--- src/rtl/piso_serializer_if.sv ---
// Parallel-in and serial-out stream bundle for the PISO serializer.
// Handshake: a beat transfers on a rising clk edge where valid && ready; a producer holding valid must keep its data stable until that edge.
interface piso_serializer_if #(
  parameter int DATA_WID = 8,
  parameter int WORDS    = 4
);
  localparam int TOTAL = DATA_WID * WORDS;

  logic [TOTAL-1:0] par_data;
  logic             par_valid;
  logic             par_ready;
  logic             ser_data;
  logic             ser_valid;
  logic             ser_ready;
  logic             ser_last;
  logic             busy;

  // The environment side: drives frames in and accepts serial bits.
  modport master (
    output par_data, par_valid, ser_ready,
    input  par_ready, ser_data, ser_valid, ser_last, busy
  );

  // The serializer side.
  modport slave (
    input  par_data, par_valid, ser_ready,
    output par_ready, ser_data, ser_valid, ser_last, busy
  );
endinterface

--- src/rtl/piso_serializer.sv ---
// Parallel-in, serial-out serializer: takes a TOTAL-bit frame and emits it LSB first,
// one bit per accepted serial cycle, flagging the final bit with ser_last.
module piso_serializer #(
  parameter  int DATA_WID = 8,
  parameter  int WORDS    = 4,
  localparam int TOTAL    = DATA_WID * WORDS,
  localparam int CNT_WID  = $clog2(TOTAL)
) (
  input  logic               clk,
  input  logic               rst_n,
  piso_serializer_if.slave   bus,
  output logic               state_o,
  output logic [CNT_WID-1:0] cnt_o
);
  typedef enum logic {
    IDLE  = 1'b0,
    SHIFT = 1'b1
  } state_e;

  localparam logic [CNT_WID-1:0] LAST_CNT = CNT_WID'(TOTAL - 1);

  state_e             state_q, state_d;
  logic [TOTAL-1:0]   shreg_q, shreg_d;
  logic [CNT_WID-1:0] cnt_q, cnt_d;
  logic               last;
  logic               par_ready;
  logic               load;

  always_ff @(posedge clk or negedge rst_n) begin
    if (!rst_n) begin
      state_q <= IDLE;
      shreg_q <= '0;
      cnt_q   <= '0;
    end else begin
      state_q <= state_d;
      shreg_q <= shreg_d;
      cnt_q   <= cnt_d;
    end
  end

  // par_ready reopens on the final accepted bit so back-to-back frames have no bubble.
  always_comb begin
    last      = (state_q == SHIFT) && (cnt_q == LAST_CNT);
    par_ready = (state_q == IDLE) || (last && bus.ser_ready);
    load      = bus.par_valid && par_ready;
    state_d   = state_q;
    shreg_d   = shreg_q;
    cnt_d     = cnt_q;

    case (state_q)
      IDLE: begin
        if (load) begin
          state_d = SHIFT;
          shreg_d = bus.par_data;
          cnt_d   = '0;
        end
      end
      SHIFT: begin
        if (bus.ser_ready) begin
          shreg_d = {1'b0, shreg_q[TOTAL-1:1]};
          cnt_d   = cnt_q + CNT_WID'(1);
          if (last) begin
            cnt_d = '0;
            if (load) begin
              shreg_d = bus.par_data;
            end else begin
              state_d = IDLE;
            end
          end
        end
      end
      default: begin
        state_d = IDLE;
      end
    endcase
  end

  assign bus.par_ready = par_ready;
  assign bus.ser_data  = shreg_q[0];
  assign bus.ser_valid = (state_q == SHIFT);
  assign bus.ser_last  = last;
  assign bus.busy      = (state_q == SHIFT);
  assign state_o       = state_q;
  assign cnt_o         = cnt_q;
endmodule

--- src/flat_wrapper.sv ---
// flat-port wrapper written by rule: the top's interface ports become plain ports
module piso_serializer_flat 
#(
  parameter  int DATA_WID = 8,
  parameter  int WORDS    = 4,
  localparam int TOTAL    = DATA_WID * WORDS,
  localparam int CNT_WID  = $clog2(TOTAL)
)
  (clk, rst_n, state_o, cnt_o, bus_par_data, bus_par_valid, bus_ser_ready, bus_par_ready, bus_ser_data, bus_ser_valid, bus_ser_last, bus_busy);
  piso_serializer_if #(.DATA_WID(DATA_WID), .WORDS(WORDS)) bus_i ();
  input  logic clk;
  input  logic rst_n;
  output logic state_o;
  output logic [CNT_WID-1:0] cnt_o;
  input wire logic [$bits(bus_i.par_data)-1:0] bus_par_data;
  input wire logic [$bits(bus_i.par_valid)-1:0] bus_par_valid;
  input wire logic [$bits(bus_i.ser_ready)-1:0] bus_ser_ready;
  output wire logic [$bits(bus_i.par_ready)-1:0] bus_par_ready;
  output wire logic [$bits(bus_i.ser_data)-1:0] bus_ser_data;
  output wire logic [$bits(bus_i.ser_valid)-1:0] bus_ser_valid;
  output wire logic [$bits(bus_i.ser_last)-1:0] bus_ser_last;
  output wire logic [$bits(bus_i.busy)-1:0] bus_busy;
  assign bus_i.par_data = bus_par_data;
  assign bus_i.par_valid = bus_par_valid;
  assign bus_i.ser_ready = bus_ser_ready;
  assign bus_par_ready = bus_i.par_ready;
  assign bus_ser_data = bus_i.ser_data;
  assign bus_ser_valid = bus_i.ser_valid;
  assign bus_ser_last = bus_i.ser_last;
  assign bus_busy = bus_i.busy;
  piso_serializer #(.DATA_WID(DATA_WID), .WORDS(WORDS)) u_core (.clk(clk), .rst_n(rst_n), .bus(bus_i), .state_o(state_o), .cnt_o(cnt_o));
endmodule
--- config.mk ---
export PLATFORM = sky130hd
export DESIGN_NAME = piso_serializer_flat
export DESIGN_NICKNAME = d
export VERILOG_FILES = /design/src/rtl/piso_serializer_if.sv /design/src/rtl/piso_serializer.sv /design/src/flat_wrapper.sv
export SDC_FILE = /design/constraint.sdc
export NUM_CORES = 1
export LEC_CHECK = 0
export ABC_AREA = 1
export CAP_MARGIN = 20
export CORE_MARGIN = 2
export CORE_UTILIZATION = 40
export DETAILED_ROUTE_END_ITERATION = 8
export PLACE_DENSITY_LB_ADDON = 0.3
export SLEW_MARGIN = 20
export SYNTH_ARGS = -nofsm -noshare
export SYNTH_HDL_FRONTEND = slang
export SYNTH_SLANG_ARGS = --single-unit
--- constraint.sdc ---
create_clock -name clk -period 3.2 [get_ports clk]
set_clock_uncertainty 0.15 [all_clocks]
set_input_delay 0.64 -clock clk [delete_from_list [all_inputs] [get_ports clk]]
set_output_delay 0.64 -clock clk [all_outputs]
set_load 0.01 [all_outputs]
==> results.sh <==
export IMPL_status="complete, no violations"
export IMPL_clkSinkCount=38
export IMPL_core_area_um2=5440
export IMPL_rsz0062_at_grt="no"
export IMPL_yosys_warnings=0
export IMPL_nNetsFinal=393
export IMPL_slowest_delay_ns=0.54
export IMPL_first_pass_iters=6
export IMPL_numPortBuffers=46
export IMPL_wl_per_cell_um=10.5
export IMPL_syn_instance_count=317
export IMPL_p_leak_nw=1.56
export IMPL_final_antenna_net_count=0
export IMPL_grt_use_total_pct=15.9
export IMPL_start_util_pct=41.1
export IMPL_cp_start_kind="flop"
export IMPL_critical_path_cell_chain="ha_1 > nand2_1 > nor2_1 > ha_1 > nand2_1 > nand2_1 > clkdlybuf4s50_1"
export IMPL_critPathBufInv=1
export IMPL_holdCritPathClass="in2async"
export IMPL_ys_types=16
export IMPL_cp_max_fo=5
export IMPL_antenna_found_initial=0
export IMPL_relSlewSlack_pct=44.7
export IMPL_drive_gt1_share_pct=7.58
export IMPL_cts_buffers=5
export IMPL_antenna_cells=0
export IMPL_rrSetupSlack_ns=1.03
export IMPL_place_congestion=0.780
export IMPL_ys_ff_latch=38
export IMPL_cts_root_buffer="clkbuf_8"
export IMPL_cts_tree="yes"
export IMPL_dp_slack_ns=0.535
export IMPL_worst_slack_ns=0.342
export IMPL_ios=47
export IMPL_worst_ep_arrival_time_ns=2.07
export IMPL_grt_pass1_vias=1782
export IMPL_num_rows=27
export IMPL_num_vias=1949
export IMPL_dieHeight_um=78.7
export IMPL_vdd_drop_max_mv=0.307
export IMPL_die_w_um=78.7
export IMPL_worst_skew_pair_late_latency_ns=0.28
export IMPL_cts_max_path_buffers=2
export IMPL_path_class="reg2out"
export IMPL_worst_pin_slew_ns=0.829
export IMPL_routed_wl_um=4490
export IMPL_htreeDepth=2
export IMPL_power_density_nw_per_um2=548
export IMPL_grt_overflow_total=0
export IMPL_remaining_drc_errors=0
export IMPL_viasPerCell=4.55
export IMPL_syn_to_final_growth_pct=23.8
export IMPL_setup_viol_count_final=0
export IMPL_first_iter_violations=151
export IMPL_worstPathRequired_ns=2.41
export IMPL_holdBufCountCts=0
export IMPL_avgSynthCellArea_um2=7.05
export IMPL_crit_top_cell="nand2_1"
export IMPL_synthesis_area_um2=2230
export IMPL_finalHoldViolCount=0
export IMPL_cp_end_kind="output pin"
export IMPL_clk_pin_slew_ns=0.07
export IMPL_cts_repair_resized=0
export IMPL_max_cap_violations=0
export IMPL_critical_path_top_delay_family="buffers and inverters"
export IMPL_post_cts_buffers=0
export IMPL_grt_pass1_wl_um=7910
export IMPL_die_area_um2=6200
export IMPL_synth_nets=355
export IMPL_grt_max_degree=39
export IMPL_seq_area_frac_synth_pct=42.6
export IMPL_min_period_ns=2.86
export IMPL_finalSetupTns_ns=0
export IMPL_timing_final_max_slew_violations=0
export IMPL_fin_crit_sh_pct=89.3
export IMPL_crit_path_top_delay_cell="clkdlybuf4s50_1"
export IMPL_dp_hpwl_um=2930
export IMPL_fmax_mhz=350
==> registers in the layout, indices dropped and copies added, names as in the netlist <==
| register | cells |
|---|---|
| u_core.bus.busy | 1 |
| u_core.cnt_o | 5 |
| u_core.shreg_q | 32 |
==> where the power goes <==
part	switching, mW	internal (mW)	leakage [nW]
combinational	0.230	0.243	1.01
clock	0.159	0.174	0.0482
sequential	0.0878	0.619	0.505
==> per-stage QoR <==
step | area [um2] | utilization [%] | total power, mW | std cells | hold slack, ns
2_1_floorplan | 2230 | - | 1.02 | 317 | 0.194
3_3_place_gp | 2670 | 49.1 | 1.18 | 420 | 0.312
3_5_place_dp | 2670 | 49.1 | 1.20 | 420 | 0.315
4_1_cts | 2760 | 50.8 | 1.54 | 428 | 0.330
5_1_grt | 2760 | 50.8 | 1.64 | 428 | 0.358
6_report | 2760 | 50.8 | 1.51 | 428 | 0.306
==> Yosys cell counts (all sizes together) <==
cell type	number	share of area [%]
o21ai	3	0.67
dfrtp	38	43
nand2	112	19
buf	15	5.4
inv	70	12
ha	2	1.1
nand3	69	18
nand4	1	0.28
nor2	3	0.50
clkbuf	4	0.67
==> logic make-up (layout without fill, tap and decap cells) <==
kind of cell / after synthesis / after routing / synth area share (%)
compound gates: 3 / 3 / 0.672
flops: 38 / 38 / 42.6
buf+inv: 89 / 128 / 17.9
simple gates: 185 / 185 / 37.8
fa+ha+maj: 2 / 2 / 1.12
==> layout by cell type, fill, tap and decap left out <==
master | Yosys | layout
buf_2 | 6 | 1
buf_4 | 5 | 4
clkbuf_1 | 4 | 1
clkbuf_8 | 0 | 6
clkdlybuf4s50_1 | 0 | 45
clkinv_2 | 0 | 1
dfrtp_1 | 38 | 38
ha_1 | 2 | 2
inv_1 | 68 | 68
inv_2 | 2 | 2
nand2_1 | 110 | 110
nand2_2 | 2 | 2
nand3_1 | 58 | 58
nand3_2 | 11 | 11
nand4_1 | 1 | 1
nor2_1 | 3 | 3
o21ai_0 | 3 | 3
==> worst paths after layout <==
path                                    from                 end  cells past startpoint
min                                    rst_n   u_core.shreg_q[3]                      1
max reg2reg                  u_core.cnt_o[0]  u_core.shreg_q[18]                      9
max in group asynchronous              rst_n  u_core.shreg_q[14]                      1
min reg2reg                u_core.shreg_q[3]   u_core.shreg_q[3]                      2
max                          u_core.cnt_o[0]       bus_par_ready                      7
min in group clk           u_core.shreg_q[3]   u_core.shreg_q[3]                      2
==> routing by layer <==
layer / vias to the layer above / global-route usage (%) / part of all wire, %
li1: 1015 / - / -
met1: 894 / 19.9 / 45
met2: 35 / 27.7 / 50
met3: 5 / 2.39 / 3.8
met4: 0 / 5.79 / 1.2
met5: - / 0 / 0
==> final cells by class <==
cell class	instances	area (um2)
clock inverters	1	5.00
clock buffers	7	86.3
fillers	557	2680
inverters	70	263
multi-input cells	190	883
repair buffers	50	485
flip-flops and latches	38	951
well taps	72	90.1
Power figures use the tool's default switching activity.
